`src/rtl/counter_7seg_pkg.sv`:
```
// Shared display constants and the hex font for the multi-digit key counter.
// Segment patterns are active-low with bit0 = a ... bit6 = g.
package counter_7seg_pkg;

  localparam logic [6:0] SEG_BLANK = 7'b1111111;
  localparam logic [3:0] HEX_MAX   = 4'hF;
  localparam logic [3:0] DEC_MAX   = 4'd9;

  function automatic logic [6:0] seg_font(input logic [3:0] nib);
    logic [6:0] seg;
    case (nib)
      4'h0:    seg = 7'h40;
      4'h1:    seg = 7'h79;
      4'h2:    seg = 7'h24;
      4'h3:    seg = 7'h30;
      4'h4:    seg = 7'h19;
      4'h5:    seg = 7'h12;
      4'h6:    seg = 7'h02;
      4'h7:    seg = 7'h78;
      4'h8:    seg = 7'h00;
      4'h9:    seg = 7'h10;
      4'hA:    seg = 7'h08;
      4'hB:    seg = 7'h03;
      4'hC:    seg = 7'h46;
      4'hD:    seg = 7'h21;
      4'hE:    seg = 7'h06;
      4'hF:    seg = 7'h0E;
      default: seg = SEG_BLANK;
    endcase
    return seg;
  endfunction

endpackage

```
`src/rtl/bin_to_7seg_converter.sv`:
```
// One-nibble hex to active-low seven-segment decoder.
module bin_to_7seg_converter
  import counter_7seg_pkg::*;
(
  input  logic [3:0] bin,
  output logic [6:0] seg
);

  assign seg = seg_font(bin);

endmodule

```
`src/rtl/key_debounce.sv`:
```
// Synchronise and debounce one active-low push-button; pulse once per accepted press.
module key_debounce #(
  parameter int CYCLES = 50000
) (
  input  logic clk,
  input  logic rst_n,
  input  logic key_n,
  output logic pressed,
  output logic press
);

  localparam int CW = $clog2(CYCLES);

  logic          r_sync1;
  logic          r_sync2;
  logic          r_level;
  logic          r_press;
  logic [CW-1:0] r_cnt;

  // The accepted level only moves after CYCLES consecutive disagreeing samples.
  always_ff @(posedge clk or negedge rst_n) begin
    if (!rst_n) begin
      r_sync1 <= 1'b1;
      r_sync2 <= 1'b1;
      r_level <= 1'b1;
      r_press <= 1'b0;
      r_cnt   <= '0;
    end else begin
      r_sync1 <= key_n;
      r_sync2 <= r_sync1;
      r_press <= 1'b0;
      if (r_sync2 == r_level) begin
        r_cnt <= '0;
      end else if (r_cnt == CW'(CYCLES - 1)) begin
        r_level <= r_sync2;
        r_press <= ~r_sync2;
        r_cnt   <= '0;
      end else begin
        r_cnt <= r_cnt + 1'b1;
      end
    end
  end

  assign pressed = ~r_level;
  assign press   = r_press;

endmodule

```
`src/rtl/counter_7seg_multi.sv`:
```
// Multi-digit hex/BCD up/down counter driven by three debounced keys,
// with direct active-low seven-segment outputs and optional leading-zero blanking.
module counter_7seg_multi
  import counter_7seg_pkg::*;
#(
  parameter int DIGITS          = 4,
  parameter int DECIMAL         = 0,
  parameter int SATURATE        = 0,
  parameter int DEBOUNCE_CYCLES = 50000,
  parameter int BLANK_LZ        = 0
) (
  input  logic                clk,
  input  logic                rst_n,
  input  logic                key_clr_n,
  input  logic                key_inc_n,
  input  logic                key_dec_n,
  output logic [4*DIGITS-1:0] value,
  output logic [7*DIGITS-1:0] hex,
  output logic                limit
);

  localparam int         W    = 4 * DIGITS;
  localparam logic [3:0] DMAX = (DECIMAL != 0) ? DEC_MAX : HEX_MAX;

  logic [W-1:0] r_value;
  logic         r_limit;
  logic         w_clr;
  logic         w_inc;
  logic         w_dec;
  logic [2:0]   w_unused_lvl;
  logic [W-1:0] w_inc_val;
  logic [W-1:0] w_dec_val;
  logic         w_inc_wrap;
  logic         w_dec_wrap;
  logic [6:0]   w_font [DIGITS];
  logic [DIGITS-1:0] w_blank;

  key_debounce #(.CYCLES(DEBOUNCE_CYCLES)) u_clr (
    .clk(clk), .rst_n(rst_n), .key_n(key_clr_n), .pressed(w_unused_lvl[2]), .press(w_clr)
  );
  key_debounce #(.CYCLES(DEBOUNCE_CYCLES)) u_inc (
    .clk(clk), .rst_n(rst_n), .key_n(key_inc_n), .pressed(w_unused_lvl[1]), .press(w_inc)
  );
  key_debounce #(.CYCLES(DEBOUNCE_CYCLES)) u_dec (
    .clk(clk), .rst_n(rst_n), .key_n(key_dec_n), .pressed(w_unused_lvl[0]), .press(w_dec)
  );

  // Ripple carry/borrow across digits; a carry/borrow out of the top digit means wrap.
  always_comb begin
    logic       c;
    logic       b;
    logic [3:0] dg;
    w_inc_val = r_value;
    w_dec_val = r_value;
    c  = 1'b1;
    b  = 1'b1;
    dg = 4'h0;
    for (int d = 0; d < DIGITS; d++) begin
      dg = r_value[4*d +: 4];
      if (c && (dg == DMAX)) begin
        w_inc_val[4*d +: 4] = 4'h0;
      end else if (c) begin
        w_inc_val[4*d +: 4] = dg + 4'h1;
        c = 1'b0;
      end else begin
        w_inc_val[4*d +: 4] = dg;
      end
      if (b && (dg == 4'h0)) begin
        w_dec_val[4*d +: 4] = DMAX;
      end else if (b) begin
        w_dec_val[4*d +: 4] = dg - 4'h1;
        b = 1'b0;
      end else begin
        w_dec_val[4*d +: 4] = dg;
      end
    end
    w_inc_wrap = c;
    w_dec_wrap = b;
  end

  // Clear dominates; simultaneous inc and dec cancel out.
  always_ff @(posedge clk or negedge rst_n) begin
    if (!rst_n) begin
      r_value <= '0;
      r_limit <= 1'b0;
    end else begin
      r_limit <= 1'b0;
      if (w_clr) begin
        r_value <= '0;
      end else if (w_inc && !w_dec) begin
        r_limit <= w_inc_wrap;
        if (!(w_inc_wrap && (SATURATE != 0))) begin
          r_value <= w_inc_val;
        end
      end else if (w_dec && !w_inc) begin
        r_limit <= w_dec_wrap;
        if (!(w_dec_wrap && (SATURATE != 0))) begin
          r_value <= w_dec_val;
        end
      end
    end
  end

  for (genvar g = 0; g < DIGITS; g++) begin : g_seg
    bin_to_7seg_converter u_seg (
      .bin(r_value[4*g +: 4]),
      .seg(w_font[g])
    );
  end

  // A digit blanks only when it and every digit above it are zero; digit 0 always shows.
  always_comb begin
    logic hz;
    hz  = 1'b1;
    hex = '0;
    for (int d = DIGITS - 1; d >= 0; d--) begin
      hz         = hz && (r_value[4*d +: 4] == 4'h0);
      w_blank[d] = (BLANK_LZ != 0) && (d > 0) && hz;
      hex[7*d +: 7] = w_blank[d] ? SEG_BLANK : w_font[d];
    end
  end

  assign value = r_value;
  assign limit = r_limit;

endmodule
```
`config.mk`:
```
export PLATFORM = sky130hd
export DESIGN_NAME = counter_7seg_multi
export DESIGN_NICKNAME = d
export VERILOG_FILES = /design/src/rtl/counter_7seg_pkg.sv /design/src/rtl/bin_to_7seg_converter.sv /design/src/rtl/key_debounce.sv /design/src/rtl/counter_7seg_multi.sv
export SDC_FILE = /design/constraint.sdc
export NUM_CORES = 1
export LEC_CHECK = 0
export ABC_AREA = 1
export CAP_MARGIN = 5
export CORE_ASPECT_RATIO = 1.1
export CORE_MARGIN = 5
export CORE_UTILIZATION = 45
export CTS_CLUSTER_SIZE = 14
export DETAILED_ROUTE_END_ITERATION = 10
export HOLD_SLACK_MARGIN = 0.02
export PLACE_DENSITY = 0.65
export SLEW_MARGIN = 10
export SYNTH_ARGS = -nofsm -noshare
export SYNTH_HDL_FRONTEND = slang
export SYNTH_SLANG_ARGS = --single-unit
```
`constraint.sdc`:
```
create_clock -name clk -period 1.9 [get_ports clk]
set_clock_uncertainty 0.1 [all_clocks]
set_input_delay 0.19 -clock clk [delete_from_list [all_inputs] [get_ports clk]]
set_output_delay 0.19 -clock clk [all_outputs]
set_load 0.01 [all_outputs]
```
==> results.yml, run 1 <==
outcome:
  status: "completed"
setup_path:
  required_ps: 1610
  regToRegEndpoint: "value[7]$_DFFE_PN0P_"
  reg2reg_depth: 11
  cp-end-kind: "output port"
  cp_max_fo: 4
  r2r-start: "value[0]$_DFFE_PN0P_"
  crit_buf_inv: 2
  crit_family: "flip-flops"
  timing.reg2reg.setup_slack_ps: 80
  slowest_stage: "dfrtp_1"
  cpPeakStageDelay_ps: 380
  arrival_ps: 1580
  critPathKind: "flop to output port"
  cp_cell_sequence: "inv_2, ha_4, or2_2, nand2_1, nand2_1, o21ai_0, buf_2"
  cp-start-kind: "flop"
  crit_top_cell: "nand2_1"
cells_and_area:
  drive_gt1_share_pct: 27.2
  area_growth_pct: 32.8
  nNetsFinal: 837
  fill_cells: 973
  fin_cells: 955
  n_antenna_cell: 0
die:
  die_w_um: 111
  start_util_pct: 46.1
  rows: 40
  dieHeight_um: 121
  core-area_um2: 11000
  die-area_um2: 13500
  io-pin-count: 50
sta:
  final.setup.tns_ps: 0
  tightest_slew_ps: 331
  fin_ws_ps: 29.3
  fin_hold_ws_ps: 162
  grt_setup_unrepaired: "true"
  setup_violations: 0
  period_share_pct: 98.5
  max_freq_mhz: 535
  relSlewSlack_pct: 77.9
  period_needed_ps: 1870
  hold_viol_final: 0
  slew_viol_final: 0
worst_hold_path:
  worstHoldPathType: "input port to asynchronous set/reset pin"
route:
  drc: 0
  via_per_inst: 5.07
  routed_wl_um: 12600
  num_vias: 4844
  drt_first_iter_violations: 328
  dr.pass1.iters: 4
  wl_per_cell_um: 13.2
  antenna_left: 0
global_route:
  grt_max_degree: 44
  grt_pass1_wl_um: 20800
  grt.overflow.total: 0
  antenna_found_initial: 0
  grt_pass1_vias: 4594
  track_usage_pct: 18.4
synthesis:
  yosys_register_bits: 77
  ys_top_cells_by_count: "159 x nand2_1, 100 x nor2_1, 78 x inv_1"
  ys_seq_area_share_pct: 38.2
  synthDistinctLibCells: 44
  synth_top_cells_by_area: "dfrtp_1 34%, nand2_1 12%, nor2_1 7.4%"
  syn-cell-area_um2: 5080
  syn_inst: 685
  synth.most_common_cell: "nand2_1"
  yosys.area.top_type: "dfrtp_1"
  ys_warn_count: 0
  ys.flop_type: "dfrtp_1"
  async_flop_share_pct: 100
  syn-mean-instance-area_um2: 7.41
  syn_nets: 719
  synth.top_cell.area_share_pct: 33.5
  synth_edf_count: 0
placement:
  dp_slack_ps: -38.9
  io_buffers: 49
  dp_hpwl_um: 9250
  numPlacedInstances: 925
  globalplace.congestion: 0.870
clock_network:
  clkTransAtPathRegs_ps: 60
  clk_latency_ps: 330
  tritoncts: "built"
  root_buffer: "clkbuf_16"
  clock_sinks: 77
  cts_max_path_buffers: 2
  numCtsBuffers: 9
  cts_htree_levels: 3
job:
  maxCapViolations: 0
power_and_ir_drop:
  p_per_area_nw_per_um2: 544
  ir_drop_uv: 486
  power_leakage_nw: 3.09
-- layout make-up --
class	instances	area, µm²	share of cell area (%)
Multi-Input combinational cell	510	3030	44.9
Sequential cell	77	1950	28.8
Timing Repair Buffer	116	917	13.6
Inverter	89	334	4.95
Clock buffer	10	239	3.54
Tap cell	147	184	2.73
Clock inverter	6	95.1	1.41
-- placed cells by master (no fill, tap or decap), types with 9 or more instances in the layout --
cell type / netlist / routed
nand2_2: 6 / 17
buf_4: 1 / 55
ha_1: 29 / 12
inv_2: 8 / 22
buf_2: 5 / 22
dfrtp_1: 68 / 62
nand3_1: 46 / 45
buf_6: 1 / 11
nor3_1: 16 / 16
dfstp_2: 9 / 9
nand2_1: 159 / 148
xor2_1: 18 / 18
o21ai_1: 10 / 22
o22ai_1: 11 / 9
clkdlybuf4s50_1: 0 / 20
nor2_1: 100 / 97
clkbuf_16: 0 / 9
a21oi_1: 20 / 17
o21ai_0: 36 / 21
ha_4: 0 / 12
inv_1: 78 / 64
-- state kept, by name, summed over array words and instances, names as in the netlist, 16 cells and up --
register	cells
u_dec.r_cnt	16
u_inc.r_cnt	16
u_clr.r_cnt	16
value	16
-- layer usage --
metal	global-route usage, %	up-vias	part of all wire [%]
li1	-	2467	-
met3	2.94	21	3.5
met5	0	-	0
met2	34.3	92	53
met4	7.30	0	2.1
met1	21.1	2264	41
-- report_power, final --
| part | internal [mW] | switching [mW] | total [mW] |
|---|---|---|---|
| registers | 1.67 | 0.0144 | 1.68 |
| clock network | 1.20 | 0.692 | 1.89 |
| logic | 0.0308 | 0.0669 | 0.0976 |
-- cell families after synthesis --
group	count (synthesis)	share of synthesized area [%]
buffers and inverters	98	7.59
AND/OR/NAND/NOR	365	32.7
AO/OA/AOI/OAI	96	10.9
XOR/XNOR	20	3.45
flip-flops	77	38.2
adder cells (fa/ha/maj)	29	7.15
-- timing repair --
item                       in CTS  in global routing
hold buffers                    1                  0
pin swaps                       2                 13
gates resized for setup       116                 92
buffers inserted                1                 12
setup endpoints to repair      28                 41
hold endpoints to repair       71                  0
-- through the flow --
stage / utilization (%) / total power, mW / instance area, µm²
floorplan: - / 1.75 / 5080
detailed placement: 55.5 / 1.81 / 6110
global route: 61.3 / 3.81 / 6740
CTS: 58.4 / 3.71 / 6430
global placement: 55.5 / 1.81 / 6110
finish: 61.3 / 3.67 / 6740
-- worst max path at each step --
| stage | start | depth (start not counted) | end | slack [ps] |
|---|---|---|---|---|
| floorplan | value[0]$_DFFE_PN0P_ | 9 | value[12]$_DFFE_PN0P_ | 170 |
| global placement | value[0]$_DFFE_PN0P_ | 7 | hex[5] | -1 |
| detailed placement | value[8]$_DFFE_PN0P_ | 6 | hex[17] | -40 |
| CTS | value[0]$_DFFE_PN0P_ | 9 | hex[0] | -10 |
| global route | value[8]$_DFFE_PN0P_ | 6 | hex[17] | -80 |
| finish | value[1]$_DFFE_PN0P_ | 7 | hex[5] | 30 |
(Power assumes the default switching activity.)
==> inputs of run 2 (changes only) <==
Settings changed: CORE_UTILIZATION 45 to 25, PLACE_DENSITY 0.65 to not set.
==> run 2 against run 1 <==
Compared with the run above:
- cell area is 2.0% higher
- final cell count grew 12%
- clock-buffer cell count did not move
- die area up 72%
- sequential share of layout area down 0.57 points
- flip-flop and latch count is the same
- register-to-register slack hardly changed
- non-clock buffer count up 9
- combinational power rose by 2.2%
==> results.yml, run 2 (synthesis gave the netlist of run 1 again) <==
die:
  core-area_um2: 19900
  dieHeight_um: 159
  io-pin-count: 50
  start_util_pct: 25.5
  rows: 54
  die_w_um: 146
  die-area_um2: 23300
cells_and_area:
  nNetsFinal: 846
  n_antenna_cell: 0
  drive_gt1_share_pct: 27.7
  fin_cells: 1069
  layout_common_cells: "153 x nand2_1, 95 x nor2_1, 66 x inv_1, 66 x buf_4, 62 x dfrtp_1"
  area_growth_pct: 35.5
  final_common_cell: "nand2_1"
route:
  antenna_left: 0
  num_vias: 4769
  dr.pass1.iters: 4
  routed_wl_um: 12600
  via_per_inst: 4.46
  wl_per_cell_um: 11.8
  drc: 0
  drt_first_iter_violations: 191
sta:
  grt_setup_unrepaired: "true"
  tightest_slew_ps: 336
  hold_viol_final: 0
  fin_ws_ps: 26.0
  setup_violations: 0
  slew_viol_final: 0
  period_share_pct: 98.6
  max_freq_mhz: 534
  relSlewSlack_pct: 77.6
  period_needed_ps: 1870
clock_network:
  root_buffer: "clkbuf_16"
  tritoncts: "built"
  cts_htree_levels: 3
  cts_max_path_buffers: 2
  clkTransAtPathRegs_ps: 60
  numCtsBuffers: 9
  clock_sinks: 77
  clk_latency_ps: 340
global_route:
  track_usage_pct: 10.9
  grt_pass1_wl_um: 21400
  antenna_found_initial: 0
  grt_pass1_vias: 4626
  grt_max_degree: 45
  grt.overflow.total: 0
power_and_ir_drop:
  pwr-share-seq_pct: 50.0
  total_power_mw: 3.36
  power_leakage_nw: 3.13
  internal_power_mw: 2.58
  p_sw_share_pct: 23.2
  pwr-share-clk_pct: 47.0
  p_per_area_nw_per_um2: 489
  p_sw_mw: 0.781
  ir_drop_uv: 517
  pwr-share-comb_pct: 3.0
worst_hold_path:
  worstHoldPathType: "input port to asynchronous set/reset pin"
outcome:
  status: "completed"
setup_path:
  required_ps: 1610
  crit_family: "buffers and inverters"
  cp-start-kind: "flop"
  arrival_ps: 1580
  crit_top_cell: "buf_6"
  cp_max_fo: 5
  cp-end-kind: "output port"
  critPathKind: "flop to output port"
  cpPeakStageDelay_ps: 420
  crit_buf_inv: 3
  cp_cell_sequence: "buf_6, buf_6, ha_4, a21oi_2, nand2_1, o21ai_2, buf_2"
  slowest_stage: "dfrtp_1"
job:
  maxCapViolations: 0
placement:
  dp_slack_ps: -71.0
  io_buffers: 49
  dp_hpwl_um: 9470
  numPlacedInstances: 1041
  globalplace.congestion: 0.826
## run 2: metal layers
| metal | up-vias | global-route usage (%) | part of all wire [%] |
|---|---|---|---|
| met2 | 65 | 18.8 | 50 |
| met3 | 21 | 2.76 | 3.4 |
| met5 | - | 0 | 0 |
| met4 | 0 | 4.23 | 2.0 |
| met1 | 2206 | 13.1 | 45 |
| li1 | 2477 | - | - |
## run 2: final cells by class
| cell class | instances | area [µm²] |
|---|---|---|
| clock buffer | 10 | 229 |
| clock inverter | 6 | 40.0 |
| timing repair buffer | 125 | 981 |
| fill | 2092 | 13100 |
| inverter | 89 | 337 |
| sequential | 77 | 1950 |
| tap | 252 | 315 |
| multi-input combinational | 510 | 3030 |
## run 2: final timing paths
| path | from | to | slack (ps) | depth (start not counted) |
|---|---|---|---|---|
| max | value[13]$_DFFE_PN0P_ | hex[25] | 30 | 7 |
| min | rst_n | value[14]$_DFFE_PN0P_ | 120 | 2 |
| max reg2reg | value[5]$_DFFE_PN0P_ | value[12]$_DFFE_PN0P_ | 80 | 8 |
| min reg2reg | u_dec.r_sync1$_DFF_PN1_ | u_dec.r_sync2$_DFF_PN1_ | 260 | 0 |
| max in group asynchronous | rst_n | u_dec.r_sync1$_DFF_PN1_ | 980 | 3 |
| min in group clk | key_inc_n | u_inc.r_sync1$_DFF_PN1_ | 150 | 1 |
## run 2: power by group through the flow
stage	registers, mW	clock network [mW]	logic (mW)
finish	1.68	1.58	0.0997
global route	1.68	1.71	0.120
CTS	1.68	1.64	0.105
detailed placement	1.71	0	0.103
global placement	1.71	0	0.100
floorplan	1.71	0	0.0394
## run 2: repair_timing
item | in CTS | in global routing
resized for setup | 137 | 75
pin swaps | 1 | 14
buffers inserted | 2 | 9
endpoints found under the setup margin | 31 | 38
cloned | 0 | 0
endpoints found under the hold margin | 68 | 0
hold buffers | 1 | 0
## run 2: stage by stage
step	cell area [µm²]	setup TNS (ps)	hold slack, ps	util, %
floorplan	5080	0	-206	-
global placement	6320	-219	-78.3	31.7
detailed placement	6320	-363	-78.4	31.7
finish	6880	0	122	34.5
CTS	6580	-45.0	120	33.0
global route	6880	-383	127	34.5
## run 2: worst reg2reg max path, delay by kind of cell, from the launching register on
kind,cells,cell delay (ps)
AO/OA/AOI/OAI,1,200
buffers and inverters,1,160
flip-flops,1,350
AND/OR/NAND/NOR,5,720
adder cells (fa/ha/maj),1,210
